===== src/rtl/stopwatch_pkg.sv =====
// Shared constants and state encoding for the stopwatch front-end controller.
package stopwatch_pkg;

    localparam int unsigned DEF_TICK_DIV        = 100000;
    localparam int unsigned DEF_DEBOUNCE_CYCLES = 50000;
    localparam int unsigned PRESC_W             = 20;
    localparam int unsigned DEB_W               = 16;

    typedef enum logic [1:0] {
        ST_IDLE    = 2'b00,
        ST_RUNNING = 2'b01,
        ST_PAUSED  = 2'b10,
        ST_LAP     = 2'b11
    } state_t;

endpackage


===== src/rtl/stopwatch_ctrl_if.sv =====
// Button inputs and counter-chain control outputs of the stopwatch controller.
interface stopwatch_ctrl_if;

    logic       btn_start_stop;
    logic       btn_lap;
    logic       btn_clear;
    logic       tick_out;
    logic       counter_clr;
    logic       freeze;
    logic       running;
    logic [1:0] state_out;

    modport master (
        output btn_start_stop, btn_lap, btn_clear,
        input  tick_out, counter_clr, freeze, running, state_out
    );

    modport slave (
        input  btn_start_stop, btn_lap, btn_clear,
        output tick_out, counter_clr, freeze, running, state_out
    );

endinterface


===== src/rtl/btn_debounce.sv =====
// Synchronise and debounce one raw button; emit a single pulse per accepted press.
module btn_debounce
    import stopwatch_pkg::*;
#(
    parameter int unsigned DEBOUNCE_CYCLES = DEF_DEBOUNCE_CYCLES
) (
    input  logic clk,
    input  logic rst,
    input  logic raw_in,
    output logic level_out,
    output logic press_out
);

    logic             sync1;
    logic             sync2;
    logic [DEB_W-1:0] cnt;

    // Level flips only after DEBOUNCE_CYCLES consecutive differing samples.
    always_ff @(posedge clk or negedge rst) begin
        if (!rst) begin
            sync1     <= 1'b0;
            sync2     <= 1'b0;
            cnt       <= '0;
            level_out <= 1'b0;
            press_out <= 1'b0;
        end else begin
            sync1     <= raw_in;
            sync2     <= sync1;
            press_out <= 1'b0;
            if (sync2 == level_out) begin
                cnt <= '0;
            end else if (cnt == DEB_W'(DEBOUNCE_CYCLES - 1)) begin
                cnt       <= '0;
                level_out <= sync2;
                press_out <= sync2;
            end else begin
                cnt <= cnt + DEB_W'(1);
            end
        end
    end

endmodule


===== src/rtl/stopwatch_ctrl.sv =====
// Run/pause/lap controller: debounced buttons, base-tick prescaler and counter-chain control.
module stopwatch_ctrl
    import stopwatch_pkg::*;
#(
    parameter int unsigned TICK_DIV        = DEF_TICK_DIV,
    parameter int unsigned DEBOUNCE_CYCLES = DEF_DEBOUNCE_CYCLES
) (
    input  logic             clk,
    input  logic             rst,
    stopwatch_ctrl_if.slave  bus
);

    logic [2:0]         level_unused;
    logic               press_ss;
    logic               press_lap;
    logic               press_clr;
    logic               ss_c;
    logic               lap_c;
    logic               clr_c;
    state_t             state;
    state_t             state_nxt;
    logic [PRESC_W-1:0] presc;
    logic               tick_q;
    logic               clr_q;
    logic               freeze_q;
    logic               run_q;

    btn_debounce #(.DEBOUNCE_CYCLES(DEBOUNCE_CYCLES)) u_deb_ss (
        .clk(clk), .rst(rst), .raw_in(bus.btn_start_stop),
        .level_out(level_unused[0]), .press_out(press_ss)
    );

    btn_debounce #(.DEBOUNCE_CYCLES(DEBOUNCE_CYCLES)) u_deb_lap (
        .clk(clk), .rst(rst), .raw_in(bus.btn_lap),
        .level_out(level_unused[1]), .press_out(press_lap)
    );

    btn_debounce #(.DEBOUNCE_CYCLES(DEBOUNCE_CYCLES)) u_deb_clr (
        .clk(clk), .rst(rst), .raw_in(bus.btn_clear),
        .level_out(level_unused[2]), .press_out(press_clr)
    );

    // Same-cycle presses: clear beats start/stop beats lap; losers are dropped.
    assign ss_c  = press_ss & ~press_clr;
    assign lap_c = press_lap & ~press_ss & ~press_clr;

    always_comb begin
        state_nxt = state;
        clr_c     = 1'b0;
        case (state)
            ST_IDLE: begin
                if (press_clr)  clr_c     = 1'b1;
                else if (ss_c)  state_nxt = ST_RUNNING;
            end
            ST_RUNNING: begin
                if (ss_c)       state_nxt = ST_PAUSED;
                else if (lap_c) state_nxt = ST_LAP;
            end
            ST_PAUSED: begin
                if (press_clr) begin
                    clr_c     = 1'b1;
                    state_nxt = ST_IDLE;
                end else if (ss_c) begin
                    state_nxt = ST_RUNNING;
                end
            end
            ST_LAP: begin
                if (ss_c)       state_nxt = ST_PAUSED;
                else if (lap_c) state_nxt = ST_RUNNING;
            end
            default: state_nxt = ST_IDLE;
        endcase
    end

    // Prescaler follows the pre-transition state so a stop on terminal count still ticks.
    always_ff @(posedge clk or negedge rst) begin
        if (!rst) begin
            state    <= ST_IDLE;
            presc    <= '0;
            tick_q   <= 1'b0;
            clr_q    <= 1'b0;
            freeze_q <= 1'b0;
            run_q    <= 1'b0;
        end else begin
            state    <= state_nxt;
            clr_q    <= clr_c;
            freeze_q <= (state_nxt == ST_LAP);
            run_q    <= (state_nxt == ST_RUNNING) || (state_nxt == ST_LAP);
            tick_q   <= 1'b0;
            case (state)
                ST_RUNNING, ST_LAP: begin
                    if (presc == PRESC_W'(TICK_DIV - 1)) begin
                        presc  <= '0;
                        tick_q <= 1'b1;
                    end else begin
                        presc <= presc + PRESC_W'(1);
                    end
                end
                ST_PAUSED: begin
                    if (clr_c) presc <= '0;
                end
                default: presc <= '0;
            endcase
        end
    end

    assign bus.tick_out    = tick_q;
    assign bus.counter_clr = clr_q;
    assign bus.freeze      = freeze_q;
    assign bus.running     = run_q;
    assign bus.state_out   = state;

endmodule


===== src/flat_wrapper.sv =====
// flat-port wrapper written by rule: the top's interface ports become plain ports
module stopwatch_ctrl_flat import stopwatch_pkg::*;
#(
    parameter int unsigned TICK_DIV        = DEF_TICK_DIV,
    parameter int unsigned DEBOUNCE_CYCLES = DEF_DEBOUNCE_CYCLES
)
  (clk, rst, bus_btn_start_stop, bus_btn_lap, bus_btn_clear, bus_tick_out, bus_counter_clr, bus_freeze, bus_running, bus_state_out);
  stopwatch_ctrl_if bus_i ();
  input  logic clk;
  input  logic rst;
  input wire logic [$bits(bus_i.btn_start_stop)-1:0] bus_btn_start_stop;
  input wire logic [$bits(bus_i.btn_lap)-1:0] bus_btn_lap;
  input wire logic [$bits(bus_i.btn_clear)-1:0] bus_btn_clear;
  output wire logic [$bits(bus_i.tick_out)-1:0] bus_tick_out;
  output wire logic [$bits(bus_i.counter_clr)-1:0] bus_counter_clr;
  output wire logic [$bits(bus_i.freeze)-1:0] bus_freeze;
  output wire logic [$bits(bus_i.running)-1:0] bus_running;
  output wire logic [$bits(bus_i.state_out)-1:0] bus_state_out;
  assign bus_i.btn_start_stop = bus_btn_start_stop;
  assign bus_i.btn_lap = bus_btn_lap;
  assign bus_i.btn_clear = bus_btn_clear;
  assign bus_tick_out = bus_i.tick_out;
  assign bus_counter_clr = bus_i.counter_clr;
  assign bus_freeze = bus_i.freeze;
  assign bus_running = bus_i.running;
  assign bus_state_out = bus_i.state_out;
  stopwatch_ctrl #(.TICK_DIV(TICK_DIV), .DEBOUNCE_CYCLES(DEBOUNCE_CYCLES)) u_core (.clk(clk), .rst(rst), .bus(bus_i));
endmodule

===== config.mk =====
export PLATFORM = sky130hd
export DESIGN_NAME = stopwatch_ctrl_flat
export DESIGN_NICKNAME = d
export VERILOG_FILES = /design/src/rtl/stopwatch_pkg.sv /design/src/rtl/stopwatch_ctrl_if.sv /design/src/rtl/btn_debounce.sv /design/src/rtl/stopwatch_ctrl.sv /design/src/flat_wrapper.sv
export SDC_FILE = /design/constraint.sdc
export NUM_CORES = 1
export LEC_CHECK = 0
export ABC_AREA = 1
export BUFFER_PORTS_ARGS = -buffer_cell sky130_fd_sc_hd__buf_2
export CAP_MARGIN = 10
export CORE_ASPECT_RATIO = 0.7
export CORE_MARGIN = 2
export CORE_UTILIZATION = 55
export DETAILED_ROUTE_END_ITERATION = 6
export PLACE_DENSITY = 0.82
export SLEW_MARGIN = 20
export SYNTH_ARGS = -nofsm -noshare
export SYNTH_HDL_FRONTEND = slang
export SYNTH_SLANG_ARGS = --single-unit

===== constraint.sdc =====
create_clock -name clk -period 1.5 [get_ports clk]
set_input_delay 0.3 -clock clk [delete_from_list [all_inputs] [get_ports clk]]
set_output_delay 0.3 -clock clk [all_outputs]
set_load 0.03 [all_outputs]

Word level (Yosys, flattened, before mapping)
Index checks and enable logic that the tools add are counted.
{ "classes": {"mux": 27, "bitwise_logic": 8, "add_sub_neg": 4, "eq_ne": 13, "reduce_logical": 7} }
{ "op_table": {"columns": ["cell", "count"], "rows": [
  ["2-to-1 mux 16 bit", 6],
  ["adder 16 x 1 -> 16 bit (second input constant)", 3],
  ["== test 16 bit (second input constant)", 3],
  ["2-to-1 mux 20 bit", 2],
  ["one-hot mux 20 bit (2 select lines)", 1],
  ["adder 20 x 1 -> 20 bit (second input constant)", 1],
  ["== test 20 x 17 -> 1 bit (second input constant)", 1],
  ["2-to-1 mux 2 bit", 7],
  ["2-to-1 mux 1 bit", 10],
  ["one-hot mux 2 bit (4 select lines)", 1],
  ["== test 2 bit (second input constant)", 3],
  ["AND reduction 2 bit", 3],
  ["inverter 1 bit", 5],
  ["== test 2 x 1 -> 1 bit (second input constant)", 2],
  ["OR reduction 2 bit", 2],
  ["AND 1 bit", 3],
  ["== test 1 bit", 3],
  ["zero test 2 bit", 1],
  ["inequality test 2 x 1 -> 1 bit (second input constant)", 1],
  ["logical OR 1 bit", 1]
]} }
{ "totals": {"regBits": 86, "inputBits": 5} }

Depth between registers and ports, before layout
{ "logic_depth": {"depth_word": 8, "depth_mapped": 9} }

Hierarchy
Synthesis repeated with hierarchy kept, for this count alone.
{ "hier_totals": {"hier_cells": 613, "area_unflattened_um2": 4799.6} }
{ "modules_own_cells": {"columns": ["mod", "cells_each", "area_each_um2", "instances"], "rows": [
  ["btn_debounce", 124, 1049.8, 3],
  ["stopwatch_ctrl", 241, 1650.3, 1]
]} }

Worst setup path after synthesis
Ideal clock, no wire load.
{ "synth_path": {"path_kind": "reg2reg", "from": "register, netlist name u_core.bus.running", "to": "register u_core.presc[2]", "setup_time_ns": 0.122, "synth_period_minus_slack_ns": 1.391, "arrival_time_ns": 1.269, "stages_incl_launch_ff": 5, "setup_slack_ns": 0.109, "cell_sequence": "dfrtp_1 inv_1 nand3_1 clkinv_1 a32o_1"} }
{ "synth_lines": {"columns": ["element", "line_no", "rtl"], "rows": [
  ["to (signal assigned)", "stopwatch_ctrl.sv:96", "presc <= presc + PRESC_W'(1);"],
  ["to (decl)", "stopwatch_ctrl.sv:22", "logic [PRESC_W-1:0] presc;"]
]} }

Worst setup path after layout
{ "layout_path": {"from": "register u_core.u_deb_clr.cnt[13]", "to": "register u_core.u_deb_clr.cnt[11]"} }
{ "layout_between": {"elab_chain_cells": 3} }
{ "layout_rtl": {"columns": ["element", "line_no", "rtl"], "rows": [
  ["from (decl)", "btn_debounce.sv:16", "logic [DEB_W-1:0] cnt;"],
  ["from (signal assigned)", "btn_debounce.sv:37", "cnt <= cnt + DEB_W'(1);"],
  ["== test 16 bit", "btn_debounce.sv:32", "end else if (cnt == DEB_W'(DEBOUNCE_CYCLES - 1)) begin"],
  ["2-to-1 mux 16 bit", "btn_debounce.sv:32", null],
  ["2-to-1 mux 16 bit", "btn_debounce.sv:30", "if (sync2 == level_out) begin"]
]} }
Every way passes these cells.
A chain may end at the register's enable or synchronous reset.

==> results.tsv <==
stage	metric	value	unit
global_route	initial antenna violation count	0	
sta	Final TNS setup	0	ns
yosys	number of flops mapped to enable cells by yosys	0	
critical_path	Crit Path Class	register to register	
critical_path	CP bufs+invs	1	
floorplanning	initial core utilization	0.572	
critical_path	Worst Setup SP	u_core.u_deb_clr.cnt[13]	
critical_path	Crit Path Max Fanout	5	
yosys	Synth Cell Area	0.00452	mm²
critical_path	Largest stage delay, worst path	0.45	ns
critical_path	WP data required	1.74	ns
yosys	synth warn	0	
detailed_routing	antenna-violating nets left	0	
placed_design	pre-CTS WS	-0.0226	ns
cells_and_area	antenna cells	0	
pwr	Power Dens Cells	905	mW/mm²
detailed_routing	final WL	10900	µm
run	Max Cap Viol	0	
hold_path	hold crit path type	input pin to register	
detailed_routing	# DRC	0	
critical_path	Slowest cell on crit path	dfrtp_1	
pwr	static leakage	2.32	nW
yosys	register area share after synthesis	0.471	
critical_path	CP most frequent cell	nor2_1	
yosys	Yosys reg bits	85	
cells_and_area	layout cell share with drive strength beyond 1	0.197	
cells_and_area	Post-Layout Inst Area	0.00524	mm²
clock_network	clock sinks	85	
sta	slew at the pin with the worst max-slew slack	0.422	ns
clock_network	Worst-path clk slew	0.07	ns
floorplanning	IO Pins	11	
cells_and_area	post-layout util	0.663	
sta	Slew HR	0.719	
yosys	Yosys cell types	40	
critical_path	Worst Setup End Kind	register	
floorplanning	Die Width	112	µm
yosys	asr flop ratio synth	1.00	
sta	Max Transition Viols Final	0	
sta	achievable frequency	689	MHz
detailed_routing	Vias/cell	5.66	
cells_and_area	area of the multi-input gates	0.00221	mm²
global_route	gr usage total	0.253	
global_route	vias in the first global route	3821	
global_route	first-pass GRT wire length	17800	µm
critical_path	Top delay family on crit path	simple AND/OR/NAND/NOR gates	
hold_path	min-delay src	bus_btn_clear	
detailed_routing	number of DRC markers in iteration 0	356	
critical_path	R2R Path End	u_core.u_deb_clr.cnt[11]	
hold_path	worst hold endpoint	u_core.u_deb_clr.sync1	
floorplanning	Die Y-Extent	79.8	µm
global_route	largest net degree at the start of global routing	33	
cells_and_area	FF+latch area	0.00213	mm²
clock_network	CTS tree	yes	
placed_design	Post-DP Area	0.00476	mm²
sta	period utilisation layout	0.967	
cells_and_area	area delta synth->final	16.0	%
cells_and_area	most common cell after layout, fill and taps aside	nand2_1	
floorplanning	die area	0.00897	mm²
sta	Tmin final	1.45	ns
critical_path	number of cells on the critical path	8	
yosys	Net Count, Synth	585	
clock_network	clk buf depth	2	
pwr	Worst VDD drop	0.764	mV
floorplanning	Core Area	0.00791	mm²
clock_network	number of buffers created by CTS	9	
clock_network	Root Buffer	clkbuf_16	
global_route	GR Overflow Total	0	
placed_design	Placer Congestion	0.963	
sta	Hold Violations, Final	0	
yosys	Synth Area per Inst	7.84	µm²
cells_and_area	FILL cells	627	
critical_path	Crit path arrival time	1.69	ns
clock_network	Clock H-tree levels	3	
placed_design	DP HPWL	7350	µm
critical_path	origin of the critical flop-to-flop path	u_core.u_deb_clr.cnt[13]	
critical_path	startpoint types	register	
critical_path	Worst R2R Path Depth	8	
placed_design	Port-buffer cells	10	
detailed_routing	Initial DRT Pass Iterations	5	
status	status	finished clean	
hold_path	Hold Path Stages	1	
critical_path	r2r setup slk	0.05	ns
sta	Setup violations, final	0	
detailed_routing	vias post-DR	4053	
critical_path	crit-path cells	nor2_1, nand2_1, nor2_1, nand2_2, nand2_4, inv_2, nand2_1, nor2_1	
sta	clock skew	0.00608	ns
sta	Final WS setup	0.0488	ns
cells_and_area	Final Net Count	619	
yosys	Post-Syn Instances	576	
detailed_routing	WL/cell	15.3	µm
floorplanning	row count	27	
cells_and_area	commonest non-fill, non-tap cells in the layout	nand2_1, nor2_1, dfrtp_1	
clock_network	worst-skew pair later-pin latency	0.34	ns
yosys	Main synth FF type	dfrtp_1	
-- Yosys cell counts (2+ instances only) --
cell type	count	area (µm²)
a21oi_1	9	45.0
a31oi_1	3	18.8
buf_4	2	15.0
dfrtp_1	85	2130
ha_1	4	50.1
inv_1	70	263
inv_2	7	26.3
nand2_1	112	420
nand2_2	15	93.8
nand3_1	48	240
nand3_2	3	30.0
nand4_1	13	81.3
nor2_1	97	364
nor2_2	11	68.8
nor2_4	4	45.0
nor3_1	24	120
nor3_2	4	40.0
nor3b_1	3	22.5
o211ai_1	2	15.0
o21ai_0	15	75.1
o21ai_1	6	30.0
o21bai_1	3	22.5
o22ai_1	6	37.5
xor2_1	13	114
xor2_2	2	32.5
-- power by group --
part	total, mW	internal [mW]	switching [mW]	leakage (nW)
logic	0.154	0.0502	0.104	1.02
clock network	2.25	1.30	0.954	0.146
registers	2.34	2.32	0.0207	1.16
-- state kept, by name (all words and copies together), names as in the netlist, 16 cells and up --
| signal | count |
|---|---|
| u_core.presc | 20 |
| u_core.u_deb_clr.cnt | 16 |
| u_core.u_deb_lap.cnt | 16 |
| u_core.u_deb_ss.cnt | 16 |
-- metrics by stage --
step | total power, mW | cells | hold slack (ns)
4_1_cts | 4.76 | 710 | 0.0514
3_3_place_gp | 2.51 | 693 | 0.268
6_report | 4.75 | 716 | 0.0590
3_5_place_dp | 2.52 | 693 | 0.265
2_1_floorplan | 2.43 | 576 | 0.00441
5_1_grt | 4.89 | 716 | 0.0439
-- logic make-up after synthesis --
kind of cell               synth area share
buffers and inverters                0.0701
DFF                                   0.471
AOI/OAI and AO/OA                    0.0615
and+or+nand+nor                       0.352
adders and majority gates            0.0111
xor gates and xnor gates             0.0343
-- timing repair --
item | in CTS | in global routing
hold buffers | 1 | 0
hold endpoints to repair | 27 | 0
cloned | 0 | 2
endpoints found under the setup margin | 7 | 45
pin swaps | 0 | 7
setup buffers | 0 | 4
resized for setup | 2 | 36
-- metal layers --
metal	wire length [µm]	GRT usage
met5	0	0
met4	279	0.106
met3	767	0.0630
met2	5150	0.393
met1	4720	0.341
-- worst max path at each step --
stage / endpoint / slack, ns
global route: u_core.u_deb_clr.cnt[14] / -0.08
CTS: u_core.presc[12] / 0.02
finish: u_core.u_deb_clr.cnt[11] / 0.05
detailed placement: u_core.presc[14] / -0.02
global placement: u_core.presc[16] / 0.01
floorplan: u_core.presc[2] / 0.11
-- cell type report --
type                            instances  share of cell area
Multi-Input combinational cell        411               0.421
Sequential cell                        85               0.407
Inverter                               78              0.0566
Clock buffer                            9              0.0430
Timing Repair Buffer                   25              0.0344
Tap cell                              101              0.0241
Clock inverter                          7              0.0141
-- worst register-to-register path, delay by kind of cell (launching register included) --
kind	cells	cell delay (ns)
buf+inv	1	0.06
flops	1	0.45
simple gates	7	0.82
Note: power is estimated with default switching activity, not from simulation.
